[config.mk]
export PLATFORM = sky130hd
export DESIGN_NAME = bus_master
export DESIGN_NICKNAME = d
export VERILOG_FILES = /design/src/rtl/bus_pkg.sv /design/src/rtl/bus_timeout_cnt.sv /design/src/rtl/bus_master.sv
export SDC_FILE = /design/constraint.sdc
export NUM_CORES = 1
export LEC_CHECK = 0
export ABC_AREA = 1
export CORE_MARGIN = 1.5
export CORE_UTILIZATION = 35
export CTS_CLUSTER_DIAMETER = 150
export DETAILED_ROUTE_END_ITERATION = 8
export PLACE_DENSITY = 0.72
export SYNTH_ARGS = -nofsm -noshare
export SYNTH_HDL_FRONTEND = slang
export SYNTH_SLANG_ARGS = --single-unit
[constraint.sdc]
create_clock -name clk -period 1.55 [get_ports clk]
set_input_delay 0.2325 -clock clk [delete_from_list [all_inputs] [get_ports clk]]
set_output_delay 0.2325 -clock clk [all_outputs]
set_load 0.02 [all_outputs]
[src/rtl/bus_pkg.sv]
// Shared types and constants for the req/ack bus master.
package bus_pkg;

  typedef enum logic [1:0] {
    IDLE = 2'd0,
    REQ  = 2'd1,
    DROP = 2'd2,
    RESP = 2'd3
  } state_t;

  localparam logic CMD_WR = 1'b1;
  localparam logic CMD_RD = 1'b0;

  localparam int unsigned ADDR_MAX_DEFAULT = 100;
  localparam int unsigned TIMEOUT_DEFAULT  = 16;

endpackage

[src/rtl/bus_timeout_cnt.sv]
// Saturating cycle counter with clear/enable; expired flags the last allowed cycle.
module bus_timeout_cnt
  import bus_pkg::*;
#(
  parameter int unsigned LIMIT = TIMEOUT_DEFAULT
) (
  input  logic clk,
  input  logic arst,
  input  logic clr,
  input  logic en,
  output logic expired
);

  localparam int W = $clog2(LIMIT + 1);
  localparam logic [W-1:0] SAT_CNT = W'(LIMIT);
  localparam logic [W-1:0] EXP_CNT = W'(LIMIT - 1);

  logic [W-1:0] count;

  // Count enabled cycles, restart on clear, hold at LIMIT instead of wrapping
  always_ff @(posedge clk) begin
    if (arst || clr) begin
      count <= '0;
    end else if (en && (count != SAT_CNT)) begin
      count <= count + 1'b1;
    end
  end

  assign expired = (count >= EXP_CNT);

endmodule

[src/rtl/bus_master.sv]
// Host-command to 4-phase req/ack bus initiator with range check and ack timeouts.
module bus_master
  import bus_pkg::*;
#(
  parameter int unsigned ADDR_MAX = ADDR_MAX_DEFAULT,
  parameter int unsigned TIMEOUT  = TIMEOUT_DEFAULT
) (
  input  logic        clk,
  input  logic        arst,
  input  logic        h_valid,
  output logic        h_ready,
  input  logic        h_cmd,
  input  logic [31:0] h_addr,
  input  logic [31:0] h_wdata,
  output logic        r_valid,
  input  logic        r_ready,
  output logic [31:0] r_rdata,
  output logic        r_err,
  output logic        req,
  output logic        cmd,
  output logic [31:0] addr,
  output logic [31:0] wdata,
  input  logic        ack,
  input  logic [31:0] rdata
);

  localparam logic [31:0] ADDR_LIMIT = ADDR_MAX;

  state_t state;
  logic   leave;
  logic   expired;
  logic   cnt_en;

  // Flag the cycle in which the FSM will change state so the timer restarts per state
  always_comb begin
    leave = 1'b0;
    case (state)
      IDLE:    leave = h_valid;
      REQ:     leave = ack || expired;
      DROP:    leave = !ack || expired;
      RESP:    leave = r_ready;
      default: leave = 1'b1;
    endcase
  end

  assign cnt_en  = (state == REQ) || (state == DROP);
  assign h_ready = (state == IDLE);

  bus_timeout_cnt #(
    .LIMIT(TIMEOUT)
  ) u_timeout (
    .clk    (clk),
    .arst   (arst),
    .clr    (leave),
    .en     (cnt_en),
    .expired(expired)
  );

  // Transaction FSM: every bus and response output is registered here
  always_ff @(posedge clk) begin
    if (arst) begin
      state   <= IDLE;
      req     <= 1'b0;
      cmd     <= 1'b0;
      addr    <= '0;
      wdata   <= '0;
      r_valid <= 1'b0;
      r_rdata <= '0;
      r_err   <= 1'b0;
    end else begin
      case (state)
        IDLE: begin
          if (h_valid) begin
            cmd     <= h_cmd;
            addr    <= h_addr;
            wdata   <= h_wdata;
            r_rdata <= '0;
            if (h_addr > ADDR_LIMIT) begin
              r_err   <= 1'b1;
              r_valid <= 1'b1;
              state   <= RESP;
            end else begin
              r_err <= 1'b0;
              req   <= 1'b1;
              state <= REQ;
            end
          end
        end
        REQ: begin
          if (ack) begin
            r_rdata <= (cmd == CMD_WR) ? 32'd0 : rdata;
            req     <= 1'b0;
            state   <= DROP;
          end else if (expired) begin
            req   <= 1'b0;
            r_err <= 1'b1;
            state <= DROP;
          end
        end
        DROP: begin
          if (!ack) begin
            r_valid <= 1'b1;
            state   <= RESP;
          end else if (expired) begin
            r_err   <= 1'b1;
            r_rdata <= '0;
            r_valid <= 1'b1;
            state   <= RESP;
          end
        end
        RESP: begin
          if (r_ready) begin
            r_valid <= 1'b0;
            state   <= IDLE;
          end
        end
        default: state <= IDLE;
      endcase
    end
  end

endmodule

Yosys cells after proc, flatten, opt, wreduce, memory -nomap -nowiden
Cells that the tools add are included.

cells by class
  magnitude comparators = 2
  $add $sub $neg = 1
  div/mod/pow operators = 0
  reduce and logical (&&, ||, !) cells = 16
  multipliers = 0
  muxes and demuxes = 32
  eq/ne operators = 14
  shift operators = 0
  bitwise operators = 0

operator list
  kind                   number
  $mux W32               5
  $pmux W32 S3           1
  $gt A32 B7 Y1 const B  1
  $mux W1                14
  $mux W2                7
  $ne A2 B2 Y1 const B   7
  $reduce_and A4 Y1      3
  $reduce_and A5 Y1      2
  $pmux W2 S4            1
  $ne A3 B3 Y1 const B   2
  $pmux W1 S3            2
  $reduce_bool A3 Y1     2
  $add A5 B1 Y5 const B  1
  $ge A5 B4 Y1 const B   1
  $ne A5 B5 Y1 const B   1
  $eq A2 B2 Y1 const B   2
  $logic_or A1 B1 Y1     4
  $pmux W1 S4            1
  $eq A2 B1 Y1 const B   1
  $logic_not A2 Y1       1
  $ne A2 B1 Y1 const B   1
  $pmux W1 S2            1
  $reduce_and A2 Y1      1
  $reduce_bool A2 Y1     1
  2 further kinds        2

word-level totals
  output and inout bits = 101
  bits in latches = 0
  memory bits (read-only) = 0
  RAM bits = 0
  logic and storage cells = 74
  register bits after elaboration = 107
  input port bits = 102
  memories = 0

Depth between registers and ports, before layout
  depth after elaboration = 4
  gate-level depth with buffers = 13
  gate-level depth less buffers = 13

Hierarchy
A second synthesis with hierarchy kept.

unflattened totals
  cells, all modules = 570
  area total of the unflattened synthesis = 4,272.8 µm²

modules (own cells, without submodules)
  module           cells each  seq. area each (µm²)  times used  area an instance (µm²)
  bus_master       523         2,042.0               1           3,941.3
  bus_timeout_cnt  47          100.1                 1           331.6

Worst setup path before layout
OpenSTA, ideal clock, no wires.

  path type = reg-to-reg
  from = register state[0]
  to = register r_rdata[10]
  stages on the path, launching flop included = 12
  path buffers = 1
  arrival time = 1,617 ps
  clock period less this slack = 1,760 ps
  setup slack = -210 ps
  setup time = 143 ps
  data required time = 1,407 ps
  path through = dfxtp_1 > inv_1 > ha_1 > inv_2 > or2_4 > nand2_4 > nor3_4 > nand2_4 > inv_8 > buf_12 > nand3_2 > a21oi_2

on the way
  word-level cells in the longest chain between the ends = 3
  elaborated cells between the ends (all ways) = 10
  those cells by class = eq/ne: 6; mux: 1; reduce/logical: 3

ends and longest elaborated chain
  element                                                                     line              RTL
  start: declaration                                                          bus_master.sv:29  state_t state;
  start signal: assignment                                                    bus_master.sv:62  state <= IDLE;
  start signal: assignment                                                    bus_master.sv:81  state <= RESP;
  start signal: assignment                                                    bus_master.sv:85  state <= REQ;
  $logic_not A2 Y1 *                                                          n/a
  named net h_ready                                                           bus_master.sv:11  output logic h_ready,
  $ne A2 B2 Y1 (no source line) / $reduce_bool A3 Y1 (equally long branches)  n/a
  $reduce_and A5 Y1 (no source line)                                          n/a
  end signal: assignment                                                      bus_master.sv:91  r_rdata <= (cmd == CMD_WR) ? 32'd0 : rdata;
  end: declaration                                                            bus_master.sv:17  output logic [31:0] r_rdata,

The timed path passes the listed nets; every way through them passes the cells marked *.
A chain may end at the register's enable or synchronous reset.

Worst setup path in the final report
  from = register state[0]
  to = register r_rdata[19]

on the way
  word-level cells in the longest chain between the ends = 3
  elaborated cells between the ends (all ways) = 10
  those cells by class = eq/ne: 6; mux: 1; reduce/logical: 3

ends and longest elaborated chain
  element                                                                     line              RTL
  $eq A2 B2 Y1, or another cell as far along                                  bus_master.sv:71  case (state)
  $ne A2 B2 Y1 (no source line) / $reduce_bool A3 Y1 (equally long branches)  n/a
  $reduce_and A5 Y1 (no source line)                                          n/a

Parallel ways exist; a longest one is shown, timed or not.

==> impl_metrics.csv <==
group,metric,value,unit
placement,gp_congestion,0.8018,
clock_network,cts_root_buf,"clkbuf_16",
clock_network,cts_buffer_depth,2,
timing,clock.fmax,590.8,MHz
worst_setup_path,cp-start-kind,"flop",
die,rows,41,
pwr,leakage,3.820,nW
timing,rsz0062_at_grt,"yes",
worst_setup_path,reg2reg_slack,-0.14,ns
clock_network,hold_buffers,0,
global_route,grt_use_total,19.06,%
pwr,power,12.19,mW
worst_setup_path,cp.arrival,1.93,ns
detailed_routing,routed_wl,15.02,mm
min_path,whs_endpoint,"r_rdata[23]",
timing,fin_skew,0.002811,ns
cells_and_area,nets,901,
logic_synthesis,avgSynthCellArea,8.163,um2
worst_setup_path,cp.required,1.78,ns
cells_and_area,antennaDiodeCount,0,
placement,dpl_cell_area,6977,um2
timing,hold_violations,0,
global_route,grt_pass1_vias,4315,
clock_network,clk_latency,0.34,ns
detailed_routing,drt_iter0_drc,251,
timing,drv_slew,0,
min_path,hp-class,"input port to flop",
worst_setup_path,cp-end-kind,"flop",
global_route,grt_overflow,0,
run_status,violations,"setup timing",
detailed_routing,drc,0,
worst_setup_path,rr_endpoint,"r_rdata[19]",
pwr,cellPowerDensity,1557,nW/um2
min_path,min_from,"arst",
worst_setup_path,critPathMaxStageDelay,0.37,ns
cells_and_area,syn2layout_area_growth,71.62,%
cells_and_area,layout_commonest_cell,"clkdlybuf4s50_1",
detailed_routing,via_count,4663,
worst_setup_path,criticalPathCategory,"flop to flop",
logic_synthesis,netlist_area,4563,um2
cells_and_area,drive_gt1_share,24.84,%
timing,relSlewSlack,78.50,%
run,maxCapViolations,0,
pwr,peakVddDrop,0.6619,mV
placement,dp_hpwl,9.963,mm
cells_and_area,design_area,7831,um2
timing,worst_slew_pin_slew,0.3191,ns
logic_synthesis,syn-num-nets,670,
logic_synthesis,synth_cells,559,
clock_network,htreeDepth,3,
global_route,grt_max_degree,68,
logic_synthesis,synth.distinct_cells,26,
die,core-area,12670,um2
clock_network,cts_tree,"done",
die,die_w,117.2,um
logic_synthesis,ys_ff_latch,107,
timing,period_share,109.2,%
die,initial_core_util,36.01,%
cells_and_area,fin_util,61.81,%
die,chipHeight,117.2,um
placement,place_inst,939,
worst_setup_path,slowest_stage,"dfxtp_4",
worst_setup_path,r2r-start,"state[0]",
worst_setup_path,crit_chain,"inv_2, ha_2, ha_4, nor3_4, nand2_8, clkbuf_16, nand2_1, a21oi_2",
cells_and_area,fin_cells,965,
die,die_area,13730,um2
timing,finalSetupTns,-3.998,ns
min_path,min_path_cells,3,
die,io_pins,203,
detailed_routing,vias_per_cell,4.832,
detailed_routing,ant_nets,0,
timing,worst_slack,-0.1427,ns
timing,finalCriticalPeriod,1.693,ns
global_route,antenna_found_initial,0,
clock_network,clk_pin_slew,0.07,ns
run_status,status,"complete, but fails checks",
clock_network,cts_buffers,9,
worst_setup_path,rr_worst_depth,8,
global_route,grt_pass1_wl,20.47,mm
worst_setup_path,crit_fanout,7,
placement,io_buffers,202,
clock_network,cts_sinks,107,
logic_synthesis,yosysWarnings,0,
detailed_routing,drtPass1Iterations,4,
cells_and_area,mostFrequentLayoutCells,"127 x clkdlybuf4s50_1, 121 x nor2_1, 103 x dfxtp_1",
logic_synthesis,yosysSeqAreaShare,46.94,%
detailed_routing,wl_per_cell,15.56,um
timing,finalSetupViolations,37,
synthesized netlist by cell type:
library cell | count | area share (%)
nor2_1 | 125 | 10
dfxtp_1 | 107 | 47
o21ai_0 | 71 | 7.8
nand2_1 | 61 | 5.0
inv_1 | 35 | 2.9
a21oi_2 | 30 | 5.8
nand3_2 | 30 | 6.6
a21oi_1 | 26 | 2.9
clkbuf_1 | 16 | 1.3
nand3_1 | 15 | 1.6
ha_1 | 9 | 2.5
buf_2 | 8 | 0.88
buf_12 | 3 | 1.3
buf_4 | 3 | 0.49
buf_8 | 3 | 0.99
nand4_1 | 3 | 0.41
inv_2 | 2 | 0.16
nand2_4 | 2 | 0.49
nor3_1 | 2 | 0.22
o21ai_1 | 2 | 0.22
a311oi_1 | 1 | 0.19
inv_8 | 1 | 0.25
nor3_4 | 1 | 0.36
o211ai_1 | 1 | 0.16
or2_2 | 1 | 0.14
or2_4 | 1 | 0.19
timing repair:
action | in CTS | in global routing
endpoints found under the setup margin | 62 | 146
cloned | 0 | 8
buffers inserted | 3 | 1
resized for setup | 49 | 112
pin swaps | 9 | 31
layout make-up:
class                   count  area (um2)
flip-flops and latches    107        2152
inverters                  38       173.9
multi-input cells         381        2267
repair buffers            252        2719
repair inverters            1       16.27
clock buffers              13       280.3
fillers                  1053        4840
clock inverters             1       7.507
well taps                 172       215.2
power breakdown:
| part | switching [mW] | internal, mW | leakage [nW] | total, mW |
|---|---|---|---|---|
| clock | 0.974 | 1.25 | 0.140 | 2.22 |
| combinational | 3.46 | 2.76 | 2.80 | 6.21 |
| sequential | 0.361 | 3.40 | 0.880 | 3.76 |
per-layer routing:
metal	vias to the layer above	share of wire, %	track usage (%)
li1	2273	-	-
met1	2225	40	21.44
met2	137	53	34.61
met3	28	5.5	4.325
met4	0	2.2	7.952
met5	-	0	0
sequential cells by signal (all words and copies together) (netlist names):
signal           flops
r_valid              1
u_timeout.count      5
state                2
r_err                1
req                  1
wdata               32
addr                32
cmd                  1
r_rdata             32
worst max-delay path, delay by kind of cell (launching register included):
family,cells,cell delay [ns]
flip-flops,1,0.37
buffers and inverters,2,0.26
AND/OR/NAND/NOR,3,0.51
adder cells (fa/ha/maj),2,0.36
AO/OA/AOI/OAI,1,0.05
how the worst max path moves through the flow:
stage,from,endpoint,slack (ns),cells after the start
after floorplan,state[0],r_rdata[10],-0.06,11
after global placement,ack,r_rdata[0],-0.21,8
after detailed placement,ack,r_rdata[0],-0.26,8
after CTS,u_timeout.count[1],r_rdata[3],-0.09,10
after global routing,state[0],r_rdata[15],-0.22,8
final,state[0],r_rdata[19],-0.14,8
cells by family after synthesis:
kind of cell               Yosys count  synth area share [%]
and+or+nand+nor                    241                 25.34
AOI/OAI and AO/OA                  131                 16.97
DFF                                107                 46.94
buffers and inverters               71                 8.281
adders and majority gates            9                 2.468
through the flow:
step	setup WS [ns]	hold slack, ns
after floorplan	-0.06030	0.3751
after CTS	-0.09163	0.3617
final	-0.1427	0.3749
after global placement	-0.2073	0.4534
after global routing	-0.2195	0.3793
after detailed placement	-0.2649	0.4648
No activity file was read; power rests on OpenSTA's default activity.
